**src/rtl/write_controller.sv**
```systemverilog
// Register-write endpoint: collects an address byte plus DATA_LENGTH data bytes from the
// RX packet stream, pulses a 32-bit register write, then returns a one-byte acknowledge.

typedef struct packed {
    logic [7:0] Source;
    logic [7:0] Destination;
    logic [7:0] Length;
    logic       SoP;
    logic       EoP;
    logic [7:0] Data;
    logic       Valid;
} uart_packet;

module write_controller #(
    parameter logic [7:0] WRITE_DEST  = 8'h01,
    parameter int         DATA_LENGTH = 4
) (
    input  logic        ipClk,
    input  logic        ipReset,
    input  uart_packet  ipRxStream,
    input  logic        ipTxReady,
    output uart_packet  opTxStream,
    output logic [7:0]  opWrAddress,
    output logic [31:0] opWrData,
    output logic        opWrEnable,
    output logic        opBusy
);

    typedef enum logic [2:0] {
        IDLE,
        RX_DATA,
        DISCARD,
        WRITE,
        ACK
    } state_t;

    localparam logic [3:0] LAST_COUNT = 4'(DATA_LENGTH);

    state_t      state_reg;
    logic [3:0]  count_reg;
    logic [23:0] shift_reg;
    logic [7:0]  addr_reg;
    logic [7:0]  reply_reg;

    logic start_hit;
    logic unused_length;

    // A start byte for this block; in RX_DATA it also restarts the packet.
    assign start_hit = ipRxStream.Valid && ipRxStream.SoP &&
                       (ipRxStream.Destination == WRITE_DEST);

    assign opBusy        = (state_reg != IDLE);
    assign unused_length = &{1'b0, ipRxStream.Length};

    always_ff @(posedge ipClk) begin
        if (!ipReset) begin
            state_reg   <= IDLE;
            count_reg   <= '0;
            shift_reg   <= '0;
            addr_reg    <= '0;
            reply_reg   <= '0;
            opWrEnable  <= 1'b0;
            opWrAddress <= '0;
            opWrData    <= '0;
            opTxStream  <= '0;
        end else begin
            opWrEnable <= 1'b0;
            case (state_reg)
                IDLE, RX_DATA: begin
                    if (start_hit) begin
                        addr_reg  <= ipRxStream.Data;
                        reply_reg <= ipRxStream.Source;
                        count_reg <= 4'd1;
                        shift_reg <= '0;
                        state_reg <= ipRxStream.EoP ? IDLE : RX_DATA;
                    end else if (state_reg == RX_DATA && ipRxStream.Valid) begin
                        if (ipRxStream.SoP) begin
                            state_reg <= IDLE;
                        end else begin
                            shift_reg <= {shift_reg[15:0], ipRxStream.Data};
                            count_reg <= count_reg + 4'd1;
                            if (ipRxStream.EoP) begin
                                if (count_reg == LAST_COUNT) begin
                                    state_reg   <= WRITE;
                                    opWrEnable  <= 1'b1;
                                    opWrAddress <= addr_reg;
                                    opWrData    <= {shift_reg, ipRxStream.Data};
                                end else begin
                                    state_reg <= IDLE;
                                end
                            end else if (count_reg == LAST_COUNT) begin
                                state_reg <= DISCARD;
                            end
                        end
                    end
                end
                DISCARD: begin
                    if (ipRxStream.Valid && ipRxStream.EoP) begin
                        state_reg <= IDLE;
                    end
                end
                WRITE: begin
                    state_reg              <= ACK;
                    opTxStream.Valid       <= 1'b1;
                    opTxStream.SoP         <= 1'b1;
                    opTxStream.EoP         <= 1'b1;
                    opTxStream.Length      <= 8'd1;
                    opTxStream.Data        <= addr_reg;
                    opTxStream.Source      <= WRITE_DEST;
                    opTxStream.Destination <= reply_reg;
                end
                ACK: begin
                    if (ipTxReady) begin
                        opTxStream <= '0;
                        state_reg  <= IDLE;
                    end
                end
                default: begin
                    state_reg <= IDLE;
                end
            endcase
        end
    end

endmodule

```
**config.mk**
```make
export PLATFORM = sky130hd
export DESIGN_NAME = write_controller
export DESIGN_NICKNAME = d
export VERILOG_FILES = /design/src/rtl/write_controller.sv
export SDC_FILE = /design/constraint.sdc
export NUM_CORES = 1
export LEC_CHECK = 0
export ABC_AREA = 1
export CORE_ASPECT_RATIO = 0.6
export CORE_MARGIN = 1
export CORE_UTILIZATION = 35
export DETAILED_ROUTE_END_ITERATION = 7
export MAX_ROUTING_LAYER = met4
export SLEW_MARGIN = 40
export SYNTH_ARGS = -nofsm -noshare
export SYNTH_HDL_FRONTEND = slang
export SYNTH_SLANG_ARGS = --single-unit
```
**constraint.sdc**
```tcl
create_clock -name ipClk -period 3.5 [get_ports ipClk]
set_clock_uncertainty 0.2 [all_clocks]
set_input_delay 0.875 -clock ipClk [delete_from_list [all_inputs] [get_ports ipClk]]
set_output_delay 0.875 -clock ipClk [all_outputs]
set_load 0.01 [all_outputs]
```
Yosys cells after proc, flatten, opt, wreduce, memory -nomap -nowiden --
Index checks and enable logic that the tools add are counted. Widths: inputs -> output; s select.
Operators by class: add/sub/neg operators 1, equality and inequality tests 11, multiplexer cells 19, reduce and logical (&&, ||, !) cells 15, bitwise logic cells 6
Operators with widths (number):
- $mux 24 | 3
- $pmux 35 s2 | 1
- $mux 35 | 1
- $mux 3 | 7
- $mux 4 | 3
- $pmux 3 s4 | 1
- $eq 8x1->1 const B | 1
- $eq 3x2->1 const B | 2
- $not 1->1 | 6
- $reduce_and 6->1 | 1
- $reduce_or 6->1 | 1
- $ne 5x5->1 const B | 1
- $add 4x1->4 const B | 1
- $eq 4x3->1 const B | 1
- $logic_and 1x1->1 | 4
- $ne 2x2->1 const B | 2
- $reduce_and 2->1 | 2
- $reduce_and 4->1 | 1
- $reduce_bool 2->1 | 2
- $eq 3x1->1 const B | 1
- $eq 3x3->1 const B | 1
- $logic_not 3->1 | 1
- $ne 3x3->1 const B | 1
- $reduce_and 3->1 | 1
- 5 further kinds | 6
Storage, ports and cells: flip-flop bits (word level) 123, output and inout bits 77, logic and storage cells 67

Logic depth before layout (Yosys ltp) --
depth after elaboration 7, mapped depth 12, gate-level depth less buffers 12

Worst setup path after synthesis --
No wires, ideal clock.
kind input to register, start point in ipRxStream[24] (netlist bit), end point reg count_reg[3], data arrival time 1.730 ns, cell stages on the path 9, required time 3.168 ns, buffers on the path 1, setup slack 1.437 ns, path through nor2_1 nand2_1 nor2_1 nand3_1 nand2_1 buf_4 inv_1 nand2_1 a21oi_1
On the way: cells in the longest elaborated chain, start to end 4
RTL lines:
- start, declared | line 20 | input uart_packet ipRxStream,
- $eq 8x1->1 (*) | line 50 | (ipRxStream.Destination == WRITE_DEST);
- $logic_and 1x1->1 (*) | line 49 | assign start_hit = ipRxStream.Valid && ipRxStream.SoP &&
- $ne 2x1->1 (no source line) or $reduce_bool 2->1 (tied branches)
- $reduce_and 3->1 (no source line)
- end signal, assigned | line 81 | count_reg <= count_reg + 4'd1;
- end, declared | line 40 | logic [3:0] count_reg;
Every way passes the cells marked *; elsewhere a longest branch is shown, timed or not. A chain may end at the register's enable or synchronous reset.

Final worst setup path --
start point reg state_reg[0], end point out opBusy
On the way: cells in the longest elaborated chain, start to end 1
RTL lines:
- start, declared | line 39 | state_t state_reg;
- start signal, assigned | line 75 | state_reg <= ipRxStream.EoP ? IDLE : RX_DATA;
- $reduce_bool 3->1 | line 52 | assign opBusy = (state_reg != IDLE);
- end, declared | line 26 | output logic opBusy
No other way between the ends.

==> summary.txt <==
Outcome
  – Outcome: finished clean

Clock tree
  – Post-CTS setup buffers: 0
  – H-tree depth: 3
  – CTS Root Cell: clkbuf_16
  – # resized after CTS: 0
  – Clock Latency Late Sink: 0.35 ns
  – Clk buf depth: 2
  – Clock Sink Count: 105
  – CTS buffer count: 9
  – CTS Hold Bufs: 0
  – Clock transition at path regs: 0.07 ns
  – TritonCTS clock tree: built

Global routing
  – Vias in the first global route: 3,403
  – Total track usage: 19.1%
  – Global-route wire length before repair: 17,200 microns
  – GRT overflow: 0
  – Initial antenna violation count: 0
  – Largest net degree at the start of global routing: 54

Worst setup path
  – Crit-path leading delay family: buffers and inverters
  – CP max stage delay: 0.53 ns
  – Type of origin of the critical path: flip-flop
  – Worst Path Arrival: 1.66 ns
  – CP required: 2.42 ns
  – CP cell instances: buf_4 -> inv_1 -> nand2_1 -> clkdlybuf4s50_1
  – FF-to-FF End: opWrData[7]
  – Critical Path Start: state_reg[0]
  – Slowest CP cell: clkdlybuf4s50_1
  – Worst Setup Path Type: flip-flop to output pin
  – Critical Path Sink Type: output pin
  – Critical path buffers and inverters: 3
  – Reg2Reg Depth: 9
  – Reg-to-Reg Start: count_reg[0]
  – Max Fanout on Critical Path: 22
  – R2R Setup Slk: 1.30 ns

Pwr
  – Lkg Pwr: 2.00 nW
  – Maximum vdd ir drop: 0.000237 V
  – Final total power: 2.54 mW
  – Pwr Density: 477 nW/um^2

Logic synthesis
  – Post-Synth XOR/XNOR Area: 0.216%
  – Multiplexer area fraction after synthesis: 0%
  – Compound-Gate Fraction of Synth Area: 15.8%
  – Cells after synthesis: 499
  – Post-synth top area share: 51.9%
  – Synth area leader: dfxtp_1
  – Post-Synthesis Cell Area: 4050 sq um
  – Synth top area cells: dfxtp_1 52%, nor2_1 8.4%, a211oi_1 5.7%
  – Synthesized area per cell: 8.12 sq um
  – Synth Area in Adders: 0.618%
  – Seq cells post-synth: 105
  – Simple-gate area share of the yosys netlist: 20.6%
  – Post-synth cell types: 28
  – Yosys warning total: 0
  – Largest family of logic cells by synthesized area: simple AND/OR/NAND/NOR gates
  – Seq/Total Area, Yosys: 51.9%

Finish
  – Most common cell after layout, fill and taps aside: dfxtp_1
  – Commonest non-fill, non-tap cells in the layout: 105 x dfxtp_1, 92 x clkdlybuf4s50_1, 91 x nor2_1, 43 x nand2_1, 42 x nand3_1
  – Final core utilization: 47.1%
  – Max reg flops: 32
  – Post-layout nets: 612
  – Final Cell Area: 5320 sq um
  – Layout cells sized above 1: 5.72%
  – Number of antenna diodes: 0
  – Area added between synthesis and finish: 31.3%

STA
  – Max Clk Rate: 0.365 GHz
  – Period Utilization, post-route: 78.3%
  – Final count of hold timing violations: 0
  – Pins Over Slew Limit: 0
  – Setup TNS: 0 ns
  – Min Tclk post-route: 2.74 ns
  – Slew headroom: 46.3%
  – Min Hold Slack: 0.256 ns
  – RSZ-0062 raised after global routing: false
  – # setup viols final: 0
  – Slew @ Worst Pin: 0.803 ns

Route
  – Post-Route WL: 10,600 microns
  – First-pass DRT Iterations: 5
  – Via-to-Cell Ratio: 4.83
  – Number of remaining DRC errors: 0
  – 1st-iter DRT viols: 233
  – Drt wl/cell: 14.4 microns
  – ANT nets after route: 0
  – Via count: 3,558

Floorplan
  – Die height: 85.3 microns
  – Core area: 11,300 sq um
  – Rows: 30
  – Die X: 141 microns
  – Initial Util: 35.8%
  – Die ar.: 12,000 sq um
  – Num ports: 115

Min path
  – WHS Path Cells: 2
  – Min-delay src: reply_reg[2]
  – Worst Hold Class: flip-flop to flip-flop
  – Hold path endpoint: reply_reg[2]

Place
  – DP HPWL: 7340 microns
  – Placed Instance Area: 5030 sq um
  – Port bufs: 92
  – Routability Congestion: 0.742

Flow run
  – Max Cap Viol: 0
## where the power goes
| group | switching, mW | leakage [nW] | internal (mW) |
|---|---|---|---|
| Clock | 0.439 | 0.137 | 0.517 |
| Sequential | 0.0165 | 0.845 | 1.21 |
| Combinational | 0.234 | 1.01 | 0.117 |
## worst max path at each step
stage	to	slack (ns)	cells after the start
floorplan	count_reg[3]	1.44	9
global placement	shift_reg[9]	0.52	7
detailed placement	shift_reg[8]	0.47	7
CTS	opBusy	0.72	4
global route	shift_reg[8]	0.66	7
finish	opBusy	0.76	4
## metrics by stage
| step | worst slack, ns | cells |
|---|---|---|
| after floorplan | 1.44 | 512 |
| after global placement | 0.517 | 721 |
| after detailed placement | 0.474 | 721 |
| after CTS | 0.723 | 737 |
| after global routing | 0.661 | 737 |
| final | 0.760 | 737 |
## routing by layer
metal,routed length (microns),global-route usage [%],part of all wire [%]
met3,758,5.36,7.2
met1,5530,27.2,52
met5,0,-,0
met2,4180,25.7,40
met4,106,5.53,1.0
## cell families (layout without fill, tap and decap cells)
family,after synthesis,count (layout)
and+or+nand+nor,193,193
other,1,14
buffers and inverters,90,155
AOI/OAI and AO/OA,107,107
DFF,105,105
xor gates and xnor gates,1,1
adders and majority gates,2,2
## synthesized netlist by cell type
cell,n
a211oi_1,31
a211oi_2,1
a21oi_1,25
buf_1,2
buf_2,9
buf_4,21
buf_6,1
clkbuf_1,17
conb_1,1
dfxtp_1,105
ha_1,2
inv_1,37
inv_2,3
nand2_1,43
nand2_2,1
nand3_1,42
nand4_1,10
nor2_1,91
nor2_2,2
nor2_4,1
nor3_1,1
nor3_4,1
o211ai_1,1
o21ai_0,33
o21ai_1,1
o22ai_1,15
or2_2,1
xor2_1,1
## layout make-up
type	instances	area, sq um
Clock buffer	11	253
Clock inverter	5	30.0
Fill cell	1090	5980
Inverter	40	150
Multi-Input combinational cell	317	1570
Sequential cell	105	2100
Tap cell	160	200
Timing Repair Buffer	99	1010
## worst register-to-register path: cells and delay by family (launching register included)
kind | cells | cell delay (ns)
AND/OR/NAND/NOR | 5 | 0.91
flip-flops | 1 | 0.35
buffers and inverters | 2 | 0.33
AO/OA/AOI/OAI | 1 | 0.18
adder cells (fa/ha/maj) | 1 | 0.14
(Power assumes the default switching activity.)
